`config.mk`:
```
export PLATFORM = sky130hd
export DESIGN_NAME = control_flow_sequencer_flat
export DESIGN_NICKNAME = d
export VERILOG_FILES = /design/src/rtl/control_flow_sequencer_if.sv /design/src/rtl/control_flow_sequencer.sv /design/src/flat_wrapper.sv
export SDC_FILE = /design/constraint.sdc
export NUM_CORES = 1
export LEC_CHECK = 0
export ABC_CLOCK_PERIOD_IN_PS = 3900
export CAP_MARGIN = 0
export CORE_UTILIZATION = 47
export DETAILED_ROUTE_END_ITERATION = 16
export GPL_TIMING_DRIVEN = 0
export PLACE_DENSITY = 0.95
export SLEW_MARGIN = 20
export SYNTH_ARGS = -nofsm -noshare
export SYNTH_HDL_FRONTEND = slang
export SYNTH_SLANG_ARGS = --single-unit
```
`constraint.sdc`:
```
create_clock -name clk -period 3.9 [get_ports clk]
set_clock_uncertainty 0.15 [all_clocks]
set_input_delay 0.585 -clock clk [delete_from_list [all_inputs] [get_ports clk]]
set_output_delay 0.585 -clock clk [all_outputs]
set_load 0.01 [all_outputs]
```
`src/rtl/control_flow_sequencer_if.sv`:
```
// Purpose : bundles the control-op handshake, control-stack strobes and jump
//           outputs of the control flow sequencer into one port.
// Ports   : master = op source / stack side, slave = sequencer side.
interface control_flow_sequencer_if #(
  parameter int FRAME_W = 15,
  parameter int LOG_D   = 4,
  parameter int ADDR_W  = 8,
  parameter int TAG_W   = 4
);
  // decoded control op handshake
  logic               op_valid;
  logic               op_ready;
  logic [2:0]         op_code;
  logic [LOG_D-1:0]   op_label;
  logic               op_retu_num;
  logic [TAG_W-1:0]   op_sp_tag;
  logic [ADDR_W-1:0]  op_addr;
  // control stack
  logic               cs_push;
  logic               cs_pop;
  logic [FRAME_W-1:0] cs_push_data;
  logic [FRAME_W-1:0] cs_top_data;
  // jump to decode/PC stage and status
  logic               jump_valid;
  logic [ADDR_W-1:0]  jump_addr;
  logic [TAG_W-1:0]   jump_sp_tag;
  logic               jump_retu_num;
  logic [LOG_D:0]     frame_cnt;
  logic               err;

  modport master (
    output op_valid, op_code, op_label, op_retu_num, op_sp_tag, op_addr, cs_top_data,
    input  op_ready, cs_push, cs_pop, cs_push_data,
    input  jump_valid, jump_addr, jump_sp_tag, jump_retu_num, frame_cnt, err
  );

  modport slave (
    input  op_valid, op_code, op_label, op_retu_num, op_sp_tag, op_addr, cs_top_data,
    output op_ready, cs_push, cs_pop, cs_push_data,
    output jump_valid, jump_addr, jump_sp_tag, jump_retu_num, frame_cnt, err
  );
endinterface

```
`src/rtl/control_flow_sequencer.sv`:
```
// Purpose     : sequences the WASM control stack for BLOCK/LOOP/IF/CALL/END/BR/RETURN.
// Latency     : push/pop in the accept cycle; BR N unwinds N+1 cycles, RETURN one frame per cycle; jump registered.
// Backpressure: op_ready only in IDLE; low while unwinding and forever once an error is flagged.
// Ports: clk, rst_n (sync, active low); bus.slave carries op handshake, stack
//        push/pop/push_data/top_data, jump pulse + target fields, frame_cnt, err.
module control_flow_sequencer #(
  parameter int FRAME_W = 15,
  parameter int DEPTH   = 16,
  parameter int LOG_D   = 4,
  parameter int ADDR_W  = 8,
  parameter int TAG_W   = 4
) (
  input  logic                     clk,
  input  logic                     rst_n,
  control_flow_sequencer_if.slave  bus
);

  typedef enum logic [1:0] {S_IDLE, S_UNWIND_BR, S_UNWIND_RET, S_ERR} state_t;

  localparam logic [1:0] T_BLOCK = 2'b00;
  localparam logic [1:0] T_CALL  = 2'b01;
  localparam logic [1:0] T_IF    = 2'b10;
  localparam logic [1:0] T_LOOP  = 2'b11;

  localparam logic [LOG_D:0]   CNT_MAX = (LOG_D+1)'(DEPTH);
  localparam logic [LOG_D:0]   CNT_ONE = (LOG_D+1)'(1);
  localparam logic [LOG_D-1:0] REM_ONE = LOG_D'(1);

  state_t             state_q, state_d;
  logic [LOG_D:0]     cnt_q, cnt_d;
  logic [LOG_D-1:0]   rem_q, rem_d;
  logic               err_q, err_d;
  logic               jv_q, jv_d;
  logic [ADDR_W-1:0]  ja_q, ja_d;
  logic [TAG_W-1:0]   jt_q, jt_d;
  logic               jr_q, jr_d;

  logic               push, pop, ready, take_jump, go_err;
  logic [1:0]         push_type;

  // top frame fields: {type, retu_num, sp_tag, retu_addr}
  logic [1:0]         top_type;
  logic               top_rn;
  logic [TAG_W-1:0]   top_tag;
  logic [ADDR_W-1:0]  top_addr;

  assign top_type = bus.cs_top_data[FRAME_W-1 -: 2];
  assign top_rn   = bus.cs_top_data[ADDR_W+TAG_W];
  assign top_tag  = bus.cs_top_data[ADDR_W +: TAG_W];
  assign top_addr = bus.cs_top_data[ADDR_W-1:0];

  always_comb begin
    case (bus.op_code[1:0])
      2'd0:    push_type = T_BLOCK;
      2'd1:    push_type = T_LOOP;
      2'd2:    push_type = T_IF;
      default: push_type = T_CALL;
    endcase
  end

  always_comb begin
    state_d   = state_q;
    cnt_d     = cnt_q;
    rem_d     = rem_q;
    err_d     = err_q;
    jv_d      = 1'b0;
    ja_d      = ja_q;
    jt_d      = jt_q;
    jr_d      = jr_q;
    push      = 1'b0;
    pop       = 1'b0;
    ready     = 1'b0;
    take_jump = 1'b0;
    go_err    = 1'b0;

    case (state_q)
      S_IDLE: begin
        ready = 1'b1;
        if (bus.op_valid) begin
          case (bus.op_code)
            3'd0, 3'd1, 3'd2, 3'd3: begin
              if (cnt_q < CNT_MAX) begin
                push  = 1'b1;
                cnt_d = cnt_q + CNT_ONE;
              end else begin
                go_err = 1'b1;
              end
            end
            3'd4: begin
              if (cnt_q == '0) begin
                go_err = 1'b1;
              end else begin
                pop       = 1'b1;
                cnt_d     = cnt_q - CNT_ONE;
                take_jump = (top_type == T_CALL);
              end
            end
            3'd5: begin
              // label must name an existing frame; unwinding starts next cycle
              if ({1'b0, bus.op_label} >= cnt_q) begin
                go_err = 1'b1;
              end else begin
                rem_d   = bus.op_label;
                state_d = S_UNWIND_BR;
              end
            end
            3'd6: begin
              if (cnt_q == '0) go_err = 1'b1;
              else             state_d = S_UNWIND_RET;
            end
            default: go_err = 1'b1;
          endcase
        end
      end

      S_UNWIND_BR: begin
        if (rem_q != '0) begin
          pop   = 1'b1;
          cnt_d = cnt_q - CNT_ONE;
          rem_d = rem_q - REM_ONE;
        end else begin
          // branch target: a LOOP stays on the stack (re-entered), others are exited
          take_jump = 1'b1;
          state_d   = S_IDLE;
          if (top_type != T_LOOP) begin
            pop   = 1'b1;
            cnt_d = cnt_q - CNT_ONE;
          end
        end
      end

      S_UNWIND_RET: begin
        if (cnt_q == '0) begin
          go_err = 1'b1;
        end else begin
          pop   = 1'b1;
          cnt_d = cnt_q - CNT_ONE;
          if (top_type == T_CALL) begin
            take_jump = 1'b1;
            state_d   = S_IDLE;
          end
        end
      end

      default: ;  // S_ERR: frozen until reset
    endcase

    if (go_err) begin
      err_d   = 1'b1;
      state_d = S_ERR;
    end

    if (take_jump) begin
      jv_d = 1'b1;
      ja_d = top_addr;
      jt_d = top_tag;
      jr_d = top_rn;
    end
  end

  always_ff @(posedge clk) begin
    if (!rst_n) begin
      state_q <= S_IDLE;
      cnt_q   <= '0;
      rem_q   <= '0;
      err_q   <= 1'b0;
      jv_q    <= 1'b0;
      ja_q    <= '0;
      jt_q    <= '0;
      jr_q    <= 1'b0;
    end else begin
      state_q <= state_d;
      cnt_q   <= cnt_d;
      rem_q   <= rem_d;
      err_q   <= err_d;
      jv_q    <= jv_d;
      ja_q    <= ja_d;
      jt_q    <= jt_d;
      jr_q    <= jr_d;
    end
  end

  assign bus.op_ready      = ready;
  assign bus.cs_push       = push;
  assign bus.cs_pop        = pop;
  assign bus.cs_push_data  = {push_type, bus.op_retu_num, bus.op_sp_tag, bus.op_addr};
  assign bus.jump_valid    = jv_q;
  assign bus.jump_addr     = ja_q;
  assign bus.jump_sp_tag   = jt_q;
  assign bus.jump_retu_num = jr_q;
  assign bus.frame_cnt     = cnt_q;
  assign bus.err           = err_q;

endmodule

```
`src/flat_wrapper.sv`:
```
// flat-port wrapper written by rule: the top's interface ports become plain ports
module control_flow_sequencer_flat 
#(
  parameter int FRAME_W = 15,
  parameter int DEPTH   = 16,
  parameter int LOG_D   = 4,
  parameter int ADDR_W  = 8,
  parameter int TAG_W   = 4
)
  (clk, rst_n, bus_op_valid, bus_op_code, bus_op_label, bus_op_retu_num, bus_op_sp_tag, bus_op_addr, bus_cs_top_data, bus_op_ready, bus_cs_push, bus_cs_pop, bus_cs_push_data, bus_jump_valid, bus_jump_addr, bus_jump_sp_tag, bus_jump_retu_num, bus_frame_cnt, bus_err);
  control_flow_sequencer_if #(.FRAME_W(FRAME_W), .LOG_D(LOG_D), .ADDR_W(ADDR_W), .TAG_W(TAG_W)) bus_i ();
  input  logic clk;
  input  logic rst_n;
  input wire logic [$bits(bus_i.op_valid)-1:0] bus_op_valid;
  input wire logic [$bits(bus_i.op_code)-1:0] bus_op_code;
  input wire logic [$bits(bus_i.op_label)-1:0] bus_op_label;
  input wire logic [$bits(bus_i.op_retu_num)-1:0] bus_op_retu_num;
  input wire logic [$bits(bus_i.op_sp_tag)-1:0] bus_op_sp_tag;
  input wire logic [$bits(bus_i.op_addr)-1:0] bus_op_addr;
  input wire logic [$bits(bus_i.cs_top_data)-1:0] bus_cs_top_data;
  output wire logic [$bits(bus_i.op_ready)-1:0] bus_op_ready;
  output wire logic [$bits(bus_i.cs_push)-1:0] bus_cs_push;
  output wire logic [$bits(bus_i.cs_pop)-1:0] bus_cs_pop;
  output wire logic [$bits(bus_i.cs_push_data)-1:0] bus_cs_push_data;
  output wire logic [$bits(bus_i.jump_valid)-1:0] bus_jump_valid;
  output wire logic [$bits(bus_i.jump_addr)-1:0] bus_jump_addr;
  output wire logic [$bits(bus_i.jump_sp_tag)-1:0] bus_jump_sp_tag;
  output wire logic [$bits(bus_i.jump_retu_num)-1:0] bus_jump_retu_num;
  output wire logic [$bits(bus_i.frame_cnt)-1:0] bus_frame_cnt;
  output wire logic [$bits(bus_i.err)-1:0] bus_err;
  assign bus_i.op_valid = bus_op_valid;
  assign bus_i.op_code = bus_op_code;
  assign bus_i.op_label = bus_op_label;
  assign bus_i.op_retu_num = bus_op_retu_num;
  assign bus_i.op_sp_tag = bus_op_sp_tag;
  assign bus_i.op_addr = bus_op_addr;
  assign bus_i.cs_top_data = bus_cs_top_data;
  assign bus_op_ready = bus_i.op_ready;
  assign bus_cs_push = bus_i.cs_push;
  assign bus_cs_pop = bus_i.cs_pop;
  assign bus_cs_push_data = bus_i.cs_push_data;
  assign bus_jump_valid = bus_i.jump_valid;
  assign bus_jump_addr = bus_i.jump_addr;
  assign bus_jump_sp_tag = bus_i.jump_sp_tag;
  assign bus_jump_retu_num = bus_i.jump_retu_num;
  assign bus_frame_cnt = bus_i.frame_cnt;
  assign bus_err = bus_i.err;
  control_flow_sequencer #(.FRAME_W(FRAME_W), .DEPTH(DEPTH), .LOG_D(LOG_D), .ADDR_W(ADDR_W), .TAG_W(TAG_W)) u_core (.clk(clk), .rst_n(rst_n), .bus(bus_i));
endmodule
```
# Yosys cells after proc, flatten, opt, wreduce, memory -nomap -nowiden
# Index checks and enable logic that the tools add are counted.
dict set report classes {
  n_addsub 3
  n_lt_le_gt_ge 2
  eq_ne 26
  n_mux 47
  reduce_logical 13
}
# operator n
set op_table {}
lappend op_table {{2-to-1 mux 5 bit} 5}
lappend op_table {{2-to-1 mux 1 bit} 21}
lappend op_table {{2-to-1 mux 4 bit} 4}
lappend op_table {{case mux 5 bit (3 select lines)} 1}
lappend op_table {{2-to-1 mux 2 bit} 7}
lappend op_table {{!= test 3 x 2 -> 1 bit, second input constant} 4}
lappend op_table {{case mux 2 bit (3 select lines)} 2}
lappend op_table {{case mux 5 bit (2 select lines)} 1}
lappend op_table {{AND reduction 5 bit} 2}
lappend op_table {{== test 3 bit, second input constant} 3}
lappend op_table {{case mux 1 bit (3 select lines)} 3}
lappend op_table {{!= test 2 bit, second input constant} 4}
lappend op_table {{!= test 4 x 3 -> 1 bit, second input constant} 2}
lappend op_table {{case mux 4 bit (2 select lines)} 1}
lappend op_table {{AND reduction 8 bit} 1}
lappend op_table {{nonzero test 4 bit} 2}
lappend op_table {{== test 2 x 1 -> 1 bit, second input constant} 3}
lappend op_table {{== test 3 x 2 -> 1 bit, second input constant} 2}
lappend op_table {{!= test 3 x 1 -> 1 bit, second input constant} 2}
lappend op_table {{adder 5 x 1 -> 5 bit, second input constant} 1}
lappend op_table {{greater-or-equal comparator 4 x 5 -> 1 bit} 1}
lappend op_table {{logical NOT 5 bit} 1}
lappend op_table {{< comparator 5 bit, second input constant} 1}
lappend op_table {{subtractor 5 x 1 -> 5 bit, second input constant} 1}
lappend op_table {{14 further kinds} 16}
dict set report totals {
  ff_bits 26
  inputBits 38
  out_inout_bits 38
  wordCells 99
}

# Depth between registers and ports, before layout
dict set report logic_depth {
  word_depth 7
  depth_mapped 10
  ltp_nobuf 8
}

# Least setup slack after synthesis
# OpenSTA, ideal clock, no wires.
dict set report synth_timing {
  path_type {reg-to-reg}
  startpoint {reg u_core.cnt_q[2] (netlist: u_core.bus.frame_cnt[2])}
  endpoint {reg u_core.state_q[1]}
  setup_ns 0.116
  arrival_time_ns 2.292
  required_ns 3.634
  setup_slack_ns 1.342
  stages_incl_launch_ff 9
  n_path_buf 1
  synth_period_minus_slack_ns 2.558
  path_cell_list {dfxtp_1 -> clkbuf_1 -> inv_1 -> ha_1 -> nor3_1 -> or4_1 -> o221a_2 -> a211o_1 -> o211a_1}
}
dict set report synth_via {
  elab_chain_len 7
  elab_cells_between_ends 19
  cone_classes {order compare: 2; eq/ne: 7; mux: 7; reduce/logical: 3}
}
# item line_no
set synth_lines {}
lappend synth_lines {{start, declared} control_flow_sequencer.sv:30} ;# logic [LOG_D:0] cnt_q, cnt_d;
lappend synth_lines {{start signal, assigned} control_flow_sequencer.sv:173} ;# cnt_q <= cnt_d;
lappend synth_lines {{greater-or-equal comparator 4 x 5 -> 1 bit (tied with other cells)} control_flow_sequencer.sv:100} ;# if ({1'b0, bus.op_label} >= cnt_q) begin
lappend synth_lines {{2-to-1 mux 1 bit (on tied branches)} -}
lappend synth_lines {{case mux 1 bit (3 select lines)} control_flow_sequencer.sv:80} ;# case (bus.op_code)
lappend synth_lines {{2-to-1 mux 1 bit} control_flow_sequencer.sv:79} ;# if (bus.op_valid) begin
lappend synth_lines {{case mux 1 bit (2 select lines)} control_flow_sequencer.sv:76} ;# case (state_q)
lappend synth_lines {{!= test 4 x 3 -> 1 bit (no line) (tied with other cells)} -}
lappend synth_lines {{AND reduction 8 bit (no line)} -}
lappend synth_lines {{end signal, assigned} control_flow_sequencer.sv:172} ;# state_q <= state_d;
lappend synth_lines {{end, declared} control_flow_sequencer.sv:29} ;# state_t state_q, state_d;
# Parallel ways exist; a longest one is shown, timed or not.
# A chain may end at the register's enable or synchronous reset.

# Final worst setup path
dict set report layout_timing {
  startpoint {in bus_op_code[0]}
  endpoint {out bus_cs_pop}
}
dict set report layout_via {
  elab_chain_len 4
}
# item line_no
set layout_lines {}
lappend layout_lines {{start, declared} flat_wrapper.sv:15} ;# input wire logic [$bits(bus_i.op_code)-1:0] bus_op_code;
lappend layout_lines {{== test 3 bit} control_flow_sequencer.sv:80}
lappend layout_lines {{2-to-1 mux 1 bit} control_flow_sequencer.sv:80}
lappend layout_lines {{2-to-1 mux 1 bit} control_flow_sequencer.sv:79}
lappend layout_lines {{case mux 1 bit (3 select lines)} control_flow_sequencer.sv:76}
lappend layout_lines {{end, declared} flat_wrapper.sv:23} ;# output wire logic [$bits(bus_i.cs_pop)-1:0] bus_cs_pop;
# Every way passes these cells.

==> impl_results.html <==
<table>
<tr><th>Metric</th><th>Value</th></tr>
<tr><th colspan="2">Final layout</th></tr>
<tr><td>Number of nets at the end of the flow</td><td>369</td></tr>
<tr><td># fillers</td><td>304</td></tr>
<tr><td>Final non-filler cell total</td><td>361</td></tr>
<tr><td>Share of post-route cells with drive strength above 1</td><td>8.626%</td></tr>
<tr><td>Area Overhead vs Synth</td><td>39.41%</td></tr>
<tr><td>Antenna cell count</td><td>0</td></tr>
<tr><td>Non-Filler Cell Area, Final</td><td>2660 µm²</td></tr>
<tr><th colspan="2">Global routing</th></tr>
<tr><td>Wire length of the first global-routing pass</td><td>7997 µm</td></tr>
<tr><td>Initial antenna violation count</td><td>0</td></tr>
<tr><td>Via count of the first global-routing pass</td><td>1816</td></tr>
<tr><td>Pin count of the biggest net entering global routing</td><td>16</td></tr>
<tr><td>Leftover overflow at the end of global routing</td><td>0</td></tr>
<tr><td>Total routing resource utilization after global routing</td><td>23.49%</td></tr>
<tr><th colspan="2">Setup path</th></tr>
<tr><td>Critical setup path kind</td><td>in2out</td></tr>
<tr><td>Arrival time of the worst setup path</td><td>2.64 ns</td></tr>
<tr><td>Cell repeated most along the worst path</td><td>sky130_fd_sc_hd__clkdlybuf4s50_1</td></tr>
<tr><td>Number of cells traversed by the worst register-to-register path</td><td>8</td></tr>
<tr><td>Worst EP required</td><td>3.16 ns</td></tr>
<tr><td>Buffers plus inverters on the worst setup path</td><td>3</td></tr>
<tr><td>CP delay by family, top</td><td>buffers and inverters</td></tr>
<tr><td>Flop-to-flop setup slack</td><td>1.00 ns</td></tr>
<tr><td>Startpoint type of the worst setup path</td><td>input port</td></tr>
<tr><td>Endpoint kind of the worst setup timing path</td><td>primary output</td></tr>
<tr><td>Crit path cell chain</td><td>clkdlybuf4s50_1 -&gt; inv_1 -&gt; ha_1 -&gt; a41oi_1 -&gt; or2_2 -&gt; a21oi_1 -&gt; clkdlybuf4s50_1</td></tr>
<tr><td>Delay of the slowest cell on the worst path</td><td>0.56 ns</td></tr>
<tr><td>Critical Path Stages</td><td>7</td></tr>
<tr><td>Critical Path Fanout Max</td><td>6</td></tr>
<tr><td>Highest-delay cell along the critical path</td><td>sky130_fd_sc_hd__clkdlybuf4s50_1</td></tr>
<tr><th colspan="2">Flow run</th></tr>
<tr><td>Max-cap violations</td><td>0</td></tr>
<tr><th colspan="2">Drt</th></tr>
<tr><td>Remaining DRCs</td><td>0</td></tr>
<tr><td>DR pass1 iterations</td><td>5</td></tr>
<tr><td>Antenna Violating Nets Remaining</td><td>0</td></tr>
<tr><td>Mean routed wirelength per cell</td><td>13.76 µm</td></tr>
<tr><td>Total via count after detailed routing</td><td>2044</td></tr>
<tr><td>Final wirelength</td><td>4966 µm</td></tr>
<tr><td>Starting DRC count in detailed routing</td><td>259</td></tr>
<tr><td>Vias per inst</td><td>5.662</td></tr>
<tr><th colspan="2">Place</th></tr>
<tr><td>Final estimated routing congestion in global placement</td><td>0.9481</td></tr>
<tr><td>Number of cells in the design after placement</td><td>357</td></tr>
<tr><td>Detailed-placement wirelength estimate</td><td>3813 µm</td></tr>
<tr><td>Placed cell area</td><td>2589 µm²</td></tr>
<tr><td>Number of I/O port buffers</td><td>62</td></tr>
<tr><th colspan="2">Yosys</th></tr>
<tr><td>Synth Area in Compound Gates</td><td>21.77%</td></tr>
<tr><td>Share of flip-flops with an asynchronous set or reset after synthesis</td><td>0%</td></tr>
<tr><td>Commonest cells in the netlist</td><td>27 x sky130_fd_sc_hd__nor2_1, 26 x sky130_fd_sc_hd__dfxtp_1, 22 x sky130_fd_sc_hd__inv_1</td></tr>
<tr><td>Cells after synthesis</td><td>247</td></tr>
<tr><td>XOR/XNOR Fraction of Synth Area</td><td>0%</td></tr>
<tr><td>Main combinational cell family by area after synthesis</td><td>compound AO/OA/AOI/OAI gates</td></tr>
<tr><td>Area of the mapped netlist</td><td>1908 µm²</td></tr>
<tr><td>Seq cells post-synth</td><td>26</td></tr>
<tr><td>Avg Cell Area, Syn</td><td>7.725 µm²</td></tr>
<tr><td>Cell with the most instances after synthesis</td><td>sky130_fd_sc_hd__nor2_1</td></tr>
<tr><td>Share of the synthesized area in the top cell type</td><td>27.28%</td></tr>
<tr><td>Number of warning messages in the yosys log</td><td>0</td></tr>
<tr><td>Simple-gate area share of the yosys netlist</td><td>20.92%</td></tr>
<tr><td>Number of synthesized flops with an enable pin</td><td>0</td></tr>
<tr><td>Synth top area cells</td><td>sky130_fd_sc_hd__dfxtp_1 27%, sky130_fd_sc_hd__ha_1 11%, sky130_fd_sc_hd__mux2i_1 6.8%, sky130_fd_sc_hd__buf_4 5.5%, sky130_fd_sc_hd__nor2_1 5.3%</td></tr>
<tr><td>Number of nets in the synthesized netlist</td><td>302</td></tr>
<tr><td>Adder-cell share of the synthesized area</td><td>11.15%</td></tr>
<tr><td>Portion of netlist area occupied by mux cells</td><td>6.820%</td></tr>
<tr><td>Main flop type after synthesis</td><td>sky130_fd_sc_hd__dfxtp_1</td></tr>
<tr><td>Cell taking the most area after synthesis</td><td>sky130_fd_sc_hd__dfxtp_1</td></tr>
<tr><td>Part of the Yosys area used for sequential elements</td><td>27.28%</td></tr>
<tr><td>Distinct cells, synth</td><td>45</td></tr>
<tr><th colspan="2">STA</th></tr>
<tr><td>Final hold slack</td><td>0.3067 ns</td></tr>
<tr><td>Minimum period implied by the final worst setup slack</td><td>3.379 ns</td></tr>
<tr><td>Final hold violation count</td><td>0</td></tr>
<tr><td>Max-slew violation count</td><td>0</td></tr>
<tr><td>Relative slew slack</td><td>48.84%</td></tr>
<tr><td>Total negative setup slack</td><td>0 ns</td></tr>
<tr><td>Final setup fails</td><td>0</td></tr>
<tr><td>Slew at the pin closest to its max-slew limit</td><td>0.7653 ns</td></tr>
<tr><td>Fmax achieved</td><td>295.9 MHz</td></tr>
<tr><td>Final period util</td><td>86.64%</td></tr>
<tr><td>Unrepaired setup endpoints after global routing</td><td>no</td></tr>
<tr><th colspan="2">Clock network</th></tr>
<tr><td>Buffers inserted by post-CTS timing repair</td><td>0</td></tr>
<tr><td>TritonCTS clock tree</td><td>done</td></tr>
<tr><td>Largest buffer count on any clock path</td><td>2</td></tr>
<tr><td>TritonCTS Buffers</td><td>3</td></tr>
<tr><td>Clock Pin Slew Worst Setup and Hold Paths</td><td>0.09 ns</td></tr>
<tr><td>Source-to-sink clock delay at the later pin of the worst-skew pair</td><td>0.27 ns</td></tr>
<tr><td>Hold-fix buffers, CTS</td><td>0</td></tr>
<tr><td>Post-cts repair resize count</td><td>0</td></tr>
<tr><td>Clock sink count</td><td>26</td></tr>
<tr><td>Deepest level of the CTS H-tree</td><td>1</td></tr>
<tr><td>Buffer type at the clock tree root</td><td>sky130_fd_sc_hd__clkbuf_8</td></tr>
<tr><th colspan="2">Power</th></tr>
<tr><td>PD cells</td><td>671.4 nW/µm²</td></tr>
<tr><td>Static power due to leakage</td><td>0.001089 µW</td></tr>
<tr><td>Worst VDD drop</td><td>0.4185 mV</td></tr>
<tr><th colspan="2">Floorplanning</th></tr>
<tr><td>Core Box Area</td><td>3771 µm²</td></tr>
<tr><td>Horiz. Die Dim</td><td>65.72 µm</td></tr>
<tr><td>Starting utilization of the core area</td><td>50.60%</td></tr>
<tr><td>Die area</td><td>4318 µm²</td></tr>
<tr><td>Num rows</td><td>22</td></tr>
<tr><td>Top-Level Pins</td><td>76</td></tr>
<tr><td>Height of the die</td><td>65.72 µm</td></tr>
<tr><th colspan="2">Min path</th></tr>
<tr><td>Min-Delay Path Class</td><td>reg2reg</td></tr>
<tr><td>Cell depth of the worst hold path</td><td>2</td></tr>
<tr><th colspan="2">Status</th></tr>
<tr><td>Outcome</td><td>finished clean</td></tr>
</table>
## cells by family (layout without fill, tap and decap cells)
group / after synthesis / in the layout
and+or+nand+nor: 82 / 82
adders and majority gates: 17 / 17
muxes: 13 / 13
AOI/OAI and AO/OA: 63 / 63
buffers and inverters: 46 / 112
DFF: 26 / 26
## final timing paths
kind	start	to
worst min-delay path	u_core.bus.err	u_core.bus.err
worst min register to register	u_core.bus.err	u_core.bus.err
worst max register to register	u_core.bus.frame_cnt[2]	u_core.rem_q[3]
worst max-delay path	bus_op_code[0]	bus_cs_pop
## worst reg2reg max path, delay by kind of cell, from the launching register on
family,cells,cell delay (ns)
DFF,1,0.40
AOI/OAI and AO/OA,3,0.88
adders and majority gates,1,0.30
and+or+nand+nor,2,0.61
buffers and inverters,2,0.50
## registers in the layout, summed over array words and instances (netlist names)
register                  cells
u_core.bus.jump_addr          8
u_core.bus.frame_cnt          5
u_core.bus.jump_sp_tag        4
u_core.rem_q                  4
u_core.state_q                2
u_core.bus.err                1
u_core.bus.jump_retu_num      1
u_core.bus.jump_valid         1
## layer usage
metal  track usage, %  routed length [µm]
met5                0                   0
met4            5.978                  92
met3            3.646                 361
met2            39.80                2403
met1            30.66                2108
## power by group
group | total [µW] | internal (µW) | switching (µW)
Combinational | 1150 | 516 | 630
Clock | 225 | 137 | 88.0
Sequential | 415 | 347 | 67.4
Total | 1790 | 1000 | 785
## per-stage QoR
stage               util (%)  total power (µW)  setup WS, ns
floorplan                  -              1164         1.342
global placement       68.65              1502        0.5751
detailed placement     68.65              1541        0.5564
CTS                    70.54              1769        0.5350
global route           70.54              1918        0.3779
finish                 70.54              1786        0.5208
## final cells by class
type	count	area (µm²)	area share, %
Tap cell	48	60.06	2.258
Clock buffer	3	41.29	1.552
Sequential cell	26	520.5	19.57
Clock inverter	1	30.03	1.129
Inverter	22	82.58	3.104
Timing Repair Buffer	62	620.6	23.33
Buffer	24	147.6	5.550
Multi-Input combinational cell	175	1157	43.51
## cell usage in the layout (no fill, tap or decap), drive strengths merged, types with 4 or more instances in the layout
cell type	instances
inv	22
ha	17
buf	18
a21oi	17
a31oi	4
nor3	10
nand2	17
clkdlybuf4s50	62
mux2i	13
nand2b	5
o21ai	16
nor2	27
nand3	7
clkbuf	9
dfxtp	26
No activity file was read; power rests on OpenSTA's default activity.
